`src/rtl/load_store_unit_if.sv`:
```
// ---------------------------------------------------------------------------
// load_store_unit_if
//   Request/response bundle between the pipeline and the load/store unit.
//   Signals:
//     req_valid   request present
//     req_ready   unit can take a request this cycle
//     req_we      1 = store, 0 = load
//     req_funct3  RV32I funct3 of the access
//     req_addr    byte address
//     req_wdata   store data, right-aligned
//     rsp_valid   one-cycle completion pulse
//     rsp_error   completion carries an error
//     rsp_rdata   extended load data (0 for stores and errors)
//   Modports:
//     master  the requester (pipeline / testbench)
//     slave   the load/store unit
// ---------------------------------------------------------------------------
interface load_store_unit_if;
  logic        req_valid;
  logic        req_ready;
  logic        req_we;
  logic [2:0]  req_funct3;
  logic [31:0] req_addr;
  logic [31:0] req_wdata;
  logic        rsp_valid;
  logic        rsp_error;
  logic [31:0] rsp_rdata;

  modport master (
    output req_valid, req_we, req_funct3, req_addr, req_wdata,
    input  req_ready, rsp_valid, rsp_error, rsp_rdata
  );

  modport slave (
    input  req_valid, req_we, req_funct3, req_addr, req_wdata,
    output req_ready, rsp_valid, rsp_error, rsp_rdata
  );
endinterface

```
`src/rtl/load_store_unit.sv`:
```
// ---------------------------------------------------------------------------
// load_store_unit
//   MEM-stage initiator for a word-wide data RAM with one write per clock and
//   a combinational read port. Loads extract and extend a byte/half/word from
//   the addressed word, SW writes the word directly, SB/SH do a two-cycle
//   read-modify-write. Misaligned, out-of-range and illegal-funct3 requests
//   complete with an error and never touch the RAM.
//   Ports:
//     clk                   rising-edge clock
//     rst_n                 synchronous active-low reset
//     bus                   request/response interface (slave side)
//     data_memory_address   RAM word index
//     data_memory_data_in   RAM write data
//     store                 RAM write strobe
//     load                  RAM read enable
//     data_memory_data_out  RAM read data, valid in the same cycle
// ---------------------------------------------------------------------------
module load_store_unit #(
  parameter int ADDR_W = 12
) (
  input  logic                clk,
  input  logic                rst_n,
  load_store_unit_if.slave    bus,
  output logic [ADDR_W-1:0]   data_memory_address,
  output logic [31:0]         data_memory_data_in,
  output logic                store,
  output logic                load,
  input  logic [31:0]         data_memory_data_out
);

  typedef enum logic {
    IDLE  = 1'b0,
    WRITE = 1'b1
  } state_e;

  state_e            state_q, state_d;
  logic [ADDR_W-1:0] addr_q, addr_d;
  logic [31:0]       merge_q, merge_d;
  logic              rsp_valid_q, rsp_valid_d;
  logic              rsp_error_q, rsp_error_d;
  logic [31:0]       rsp_rdata_q, rsp_rdata_d;

  logic              accept;
  logic              legal;
  logic              misaligned;
  logic              out_of_range;
  logic              req_err;
  logic [ADDR_W-1:0] word_idx;
  logic [7:0]        byte_sel;
  logic [15:0]       half_sel;
  logic [31:0]       load_ext;
  logic [31:0]       merge_word;

  assign bus.req_ready = (state_q == IDLE);
  assign accept        = bus.req_valid && bus.req_ready;
  assign word_idx      = bus.req_addr[ADDR_W+1:2];
  assign out_of_range  = (bus.req_addr[31:ADDR_W+2] != '0);

  assign bus.rsp_valid = rsp_valid_q;
  assign bus.rsp_error = rsp_error_q;
  assign bus.rsp_rdata = rsp_rdata_q;

  // Request classification. funct3[1:0] encodes the access size for every
  // legal encoding, so alignment only needs those two bits; for illegal
  // encodings the alignment result is irrelevant.
  always_comb begin
    legal      = 1'b0;
    misaligned = 1'b0;
    case (bus.req_funct3)
      3'd0, 3'd1, 3'd2: legal = 1'b1;
      3'd4, 3'd5:       legal = !bus.req_we;
      default:          legal = 1'b0;
    endcase
    case (bus.req_funct3[1:0])
      2'd1:    misaligned = bus.req_addr[0];
      2'd2:    misaligned = (bus.req_addr[1:0] != 2'b00);
      default: misaligned = 1'b0;
    endcase
    req_err = !legal || misaligned || out_of_range;
  end

  // Lane selection from the RAM word, then sign/zero extension for loads and
  // lane replacement for SB/SH. The merged word is captured on the accept
  // edge and written back in the following cycle.
  always_comb begin
    byte_sel = 8'h00;
    case (bus.req_addr[1:0])
      2'd0: byte_sel = data_memory_data_out[7:0];
      2'd1: byte_sel = data_memory_data_out[15:8];
      2'd2: byte_sel = data_memory_data_out[23:16];
      2'd3: byte_sel = data_memory_data_out[31:24];
    endcase
    half_sel = bus.req_addr[1] ? data_memory_data_out[31:16] : data_memory_data_out[15:0];

    case (bus.req_funct3)
      3'd0:    load_ext = {{24{byte_sel[7]}}, byte_sel};
      3'd1:    load_ext = {{16{half_sel[15]}}, half_sel};
      3'd4:    load_ext = {24'h000000, byte_sel};
      3'd5:    load_ext = {16'h0000, half_sel};
      default: load_ext = data_memory_data_out;
    endcase

    merge_word = data_memory_data_out;
    if (bus.req_funct3[1:0] == 2'd0) begin
      case (bus.req_addr[1:0])
        2'd0: merge_word[7:0]   = bus.req_wdata[7:0];
        2'd1: merge_word[15:8]  = bus.req_wdata[7:0];
        2'd2: merge_word[23:16] = bus.req_wdata[7:0];
        2'd3: merge_word[31:24] = bus.req_wdata[7:0];
      endcase
    end else if (bus.req_addr[1]) begin
      merge_word[31:16] = bus.req_wdata[15:0];
    end else begin
      merge_word[15:0] = bus.req_wdata[15:0];
    end
  end

  // Next-state and RAM port drive. The RAM port is idle (all zero) unless a
  // legal request is accepted in IDLE or the RMW write-back is in progress.
  // The write-back is gated by rst_n so a reset during WRITE drops the store
  // rather than committing a half-finished transaction.
  always_comb begin
    state_d             = state_q;
    addr_d              = addr_q;
    merge_d             = merge_q;
    rsp_valid_d         = 1'b0;
    rsp_error_d         = 1'b0;
    rsp_rdata_d         = 32'h0;
    load                = 1'b0;
    store               = 1'b0;
    data_memory_address = '0;
    data_memory_data_in = 32'h0;

    case (state_q)
      IDLE: begin
        if (accept) begin
          rsp_valid_d = 1'b1;
          if (req_err) begin
            rsp_error_d = 1'b1;
          end else if (!bus.req_we) begin
            load                = 1'b1;
            data_memory_address = word_idx;
            rsp_rdata_d         = load_ext;
          end else if (bus.req_funct3 == 3'd2) begin
            store               = 1'b1;
            data_memory_address = word_idx;
            data_memory_data_in = bus.req_wdata;
          end else begin
            load                = 1'b1;
            data_memory_address = word_idx;
            addr_d              = word_idx;
            merge_d             = merge_word;
            rsp_valid_d         = 1'b0;
            state_d             = WRITE;
          end
        end
      end
      WRITE: begin
        state_d     = IDLE;
        rsp_valid_d = 1'b1;
        if (rst_n) begin
          store               = 1'b1;
          data_memory_address = addr_q;
          data_memory_data_in = merge_q;
        end
      end
    endcase
  end

  // State and response registers with synchronous reset.
  always_ff @(posedge clk) begin
    if (!rst_n) begin
      state_q     <= IDLE;
      addr_q      <= '0;
      merge_q     <= 32'h0;
      rsp_valid_q <= 1'b0;
      rsp_error_q <= 1'b0;
      rsp_rdata_q <= 32'h0;
    end else begin
      state_q     <= state_d;
      addr_q      <= addr_d;
      merge_q     <= merge_d;
      rsp_valid_q <= rsp_valid_d;
      rsp_error_q <= rsp_error_d;
      rsp_rdata_q <= rsp_rdata_d;
    end
  end

endmodule
```
`src/flat_wrapper.sv`:
```
// flat-port wrapper written by rule: the top's interface ports become plain ports
module load_store_unit_flat 
#(
  parameter int ADDR_W = 12
)
  (clk, rst_n, data_memory_address, data_memory_data_in, store, load, data_memory_data_out, bus_req_valid, bus_req_we, bus_req_funct3, bus_req_addr, bus_req_wdata, bus_req_ready, bus_rsp_valid, bus_rsp_error, bus_rsp_rdata);
  load_store_unit_if bus_i ();
  input  logic clk;
  input  logic rst_n;
  output logic [ADDR_W-1:0] data_memory_address;
  output logic [31:0] data_memory_data_in;
  output logic store;
  output logic load;
  input  logic [31:0] data_memory_data_out;
  input wire logic [$bits(bus_i.req_valid)-1:0] bus_req_valid;
  input wire logic [$bits(bus_i.req_we)-1:0] bus_req_we;
  input wire logic [$bits(bus_i.req_funct3)-1:0] bus_req_funct3;
  input wire logic [$bits(bus_i.req_addr)-1:0] bus_req_addr;
  input wire logic [$bits(bus_i.req_wdata)-1:0] bus_req_wdata;
  output wire logic [$bits(bus_i.req_ready)-1:0] bus_req_ready;
  output wire logic [$bits(bus_i.rsp_valid)-1:0] bus_rsp_valid;
  output wire logic [$bits(bus_i.rsp_error)-1:0] bus_rsp_error;
  output wire logic [$bits(bus_i.rsp_rdata)-1:0] bus_rsp_rdata;
  assign bus_i.req_valid = bus_req_valid;
  assign bus_i.req_we = bus_req_we;
  assign bus_i.req_funct3 = bus_req_funct3;
  assign bus_i.req_addr = bus_req_addr;
  assign bus_i.req_wdata = bus_req_wdata;
  assign bus_req_ready = bus_i.req_ready;
  assign bus_rsp_valid = bus_i.rsp_valid;
  assign bus_rsp_error = bus_i.rsp_error;
  assign bus_rsp_rdata = bus_i.rsp_rdata;
  load_store_unit #(.ADDR_W(ADDR_W)) u_core (.clk(clk), .rst_n(rst_n), .bus(bus_i), .data_memory_address(data_memory_address), .data_memory_data_in(data_memory_data_in), .store(store), .load(load), .data_memory_data_out(data_memory_data_out));
endmodule
```
`config.mk`:
```
export PLATFORM = sky130hd
export DESIGN_NAME = load_store_unit_flat
export DESIGN_NICKNAME = d
export VERILOG_FILES = /design/src/rtl/load_store_unit_if.sv /design/src/rtl/load_store_unit.sv /design/src/flat_wrapper.sv
export SDC_FILE = /design/constraint.sdc
export NUM_CORES = 1
export LEC_CHECK = 0
export ABC_CLOCK_PERIOD_IN_PS = 2800
export CAP_MARGIN = 20
export CELL_PAD_IN_SITES_DETAIL_PLACEMENT = 1
export CELL_PAD_IN_SITES_GLOBAL_PLACEMENT = 2
export CORE_MARGIN = 1
export CORE_UTILIZATION = 36
export DETAILED_ROUTE_END_ITERATION = 8
export DONT_BUFFER_PORTS = 1
export PLACE_DENSITY_LB_ADDON = 0.1
export SETUP_SLACK_MARGIN = 0.2
export SKIP_CTS_REPAIR_TIMING = 1
export SLEW_MARGIN = 20
export SYNTH_ARGS = -nofsm -noshare
export SYNTH_HDL_FRONTEND = slang
export SYNTH_SLANG_ARGS = --single-unit
```
`constraint.sdc`:
```
create_clock -name clk -period 2.8 [get_ports clk]
set_input_delay 0.42 -clock clk [delete_from_list [all_inputs] [get_ports clk]]
set_output_delay 0.42 -clock clk [all_outputs]
set_load 0.02 [all_outputs]
```
==> metrics.txt <==
status finished, violations left; failing checks design-rule violations; Initial Utilization 37.4%; sequential fraction of the synthesis area 36.4%; Final period util between 80% and 90%; die area ~0.013 sq mm; die width between 100 and 150 um; post-synthesis cell count about 500; Top Ports 184; Most used DFF post-synth dfxtp_1; hold path startpoint data_memory_data_out[16]; largest net degree at the start of global routing between 90 and 100; Pleak between 1.5 and 2 nW; met3 WL post-DR roughly 1.1 mm; worst r2r src u_core.state_q; CTS Root Buffer Type clkbuf_16; power per cell area around 540 mW/mm^2; min cycle time layout between 2 and 2.5 ns; FP Rows 39; Least-Margin Pin Slew between 0.6 and 0.7 ns; Worst-path clk slew 0.06 ns; post-route cell area 0.00476 sq mm; Post-Syn Nets approximately 600; IO Port Bufs 0; Final HPWL DP 10.2 mm; most common cell after layout, fill and taps aside nand2_1; wire length on met2 approximately 6.3 mm; Die H roughly 110 um; hold crit path type in2reg; Critical Path AT 2.04 ns; Yosys warnings 0; most frequent cells in the layout nand2_1 (95), dfxtp_1 (79), mux2i_1 (54), a22o_1 (44), a21oi_1 (25); Finished Layout Cells just over 600; global-route wire length before repair about 22 mm; insertion delay to the later sink of the worst-skew pair about 0.35 ns; setup TNS 0 ns; Core Region about 0.012 sq mm; drt total wl 14.0 mm; critical path fanouts, max 33; drt initial violations roughly 300; asr flop ratio synth 0%; Pwr Total between 2 and 3 mW; Setup Viol. Count Final 0; wire per inst about 23 um; total track usage a little under a quarter; clock sinks around 80; Avg Vias per Cell around 6.1; CP startpoint bus_req_funct3[0]; H-Tree Depth 3; VDD IR max 0.275 mV; CTS tree built; area grow syn2layout 9.50%; EDFF count, synth 0; crit path launch type primary input; vias in the first global route 3800; Final Hold Fails 0; Num CTS Buffers 9; Final nets ~580; Setup CP Type in2out; RePlAce Congestion 0.808; Post-Place Cell Area 0.00444 sq mm; global route total overflow 0; WP data required around 2.4 ns; initial antenna violation count 0; Max Slew Vio Count 0; Achievable Freq around 0.41 GHz; Detailed Routing Iterations Pass 1 9; Top Layer Used met4; Longest Clk Path Bufs 2; layout cells sized above 1 between 10% and 20%; RSZ-0062 raised after global routing false; routed vias approximately 3800; met1 WL between 6 and 7 mm; Yosys cell types 40; average size of a mapped cell between 8 and 9 sq um; diode count 0; Max Cap Violations 0; Post-DRT Antenna Nets 0; synthesized area between 0.004 and 0.005 sq mm; Worst setup EP type primary output; number of synthesized register bits 79; Max Clock Skew around 0.0085 ns; # DRC 11; Placed Instances 604; relative slew slack a little under three fifths
## per-layer routing
metal	vias up	GRT usage, %
met3	10	7.02
met5	-	0
met4	0	5.50
met1	1836	30.4
li1	1790	-
met2	129	34.7
## worst max-delay path: stages
cell     delay, ns
inv_1         0.06
ha_1          0.19
nor2b_1       0.26
o21ai_2       0.18
nor4_4        0.39
buf_12        0.23
a22o_1        0.29
## worst paths after layout
kind	endpoint	slack [ns]	cells after the start
max reg2reg	u_core.merge_q[9]	1.08	5
min	u_core.bus.rsp_rdata[16]	0.21	2
min reg2reg	u_core.addr_q[8]	0.46	2
max	data_memory_data_in[4]	0.34	7
## registers in the layout (all words and copies together), names as in the netlist
| register | count |
|---|---|
| u_core.bus.rsp_error | 1 |
| u_core.bus.rsp_rdata | 32 |
| u_core.addr_q | 12 |
| u_core.state_q | 1 |
| u_core.merge_q | 32 |
| u_core.bus.rsp_valid | 1 |
## per-stage QoR
step,setup slack (ns),util [%],hold WS [ns]
finish,0.342,41.0,0.212
global route,0.221,41.0,0.209
CTS,0.250,40.9,0.204
detailed placement,0.215,38.3,0.448
global placement,0.292,38.3,0.443
floorplan,0.394,-,0.435
## area by class of cell
| class | instances | area [sq um] |
|---|---|---|
| fillers | 1345 | 6850 |
| multi-input cells | 367 | 2570 |
| flip-flops and latches | 79 | 1580 |
| clock buffers | 9 | 225 |
| well taps | 143 | 179 |
| repair buffers | 10 | 100 |
| clock inverters | 7 | 83.8 |
| inverters | 5 | 18.8 |
## cell usage after synthesis (7+ instances only)
cell type   n  area share (%)
o21ai_0     8            0.92
nand2_1    95             8.2
a22o_1     44             8.9
mux2_2     16             4.1
clkbuf_1   25             2.2
o221ai_1   17             3.4
dfxtp_1    79              36
nor2_1     19             1.6
o22ai_1    17             2.4
a21oi_1    25             2.9
mux2i_1    54              12
buf_2      12             1.4
a221oi_1    7             1.4
a21o_1     16             2.8
## power breakdown
| part | leakage (nW) | switching, mW | internal, mW |
|---|---|---|---|
| Clock | 0.149 | 0.526 | 0.708 |
| Sequential | 0.636 | 0.00253 | 1.12 |
| Combinational | 0.891 | 0.115 | 0.0946 |
| Total | 1.68 | 0.643 | 1.93 |
## kinds of logic after synthesis
| family | synth area share (%) |
|---|---|
| compound gates | 26.5 |
| buf+inv | 5.01 |
| mux | 16.6 |
| simple gates | 14.7 |
| flops | 36.4 |
| fa+ha+maj | 0.864 |
Note: power is estimated with default switching activity, not from simulation.
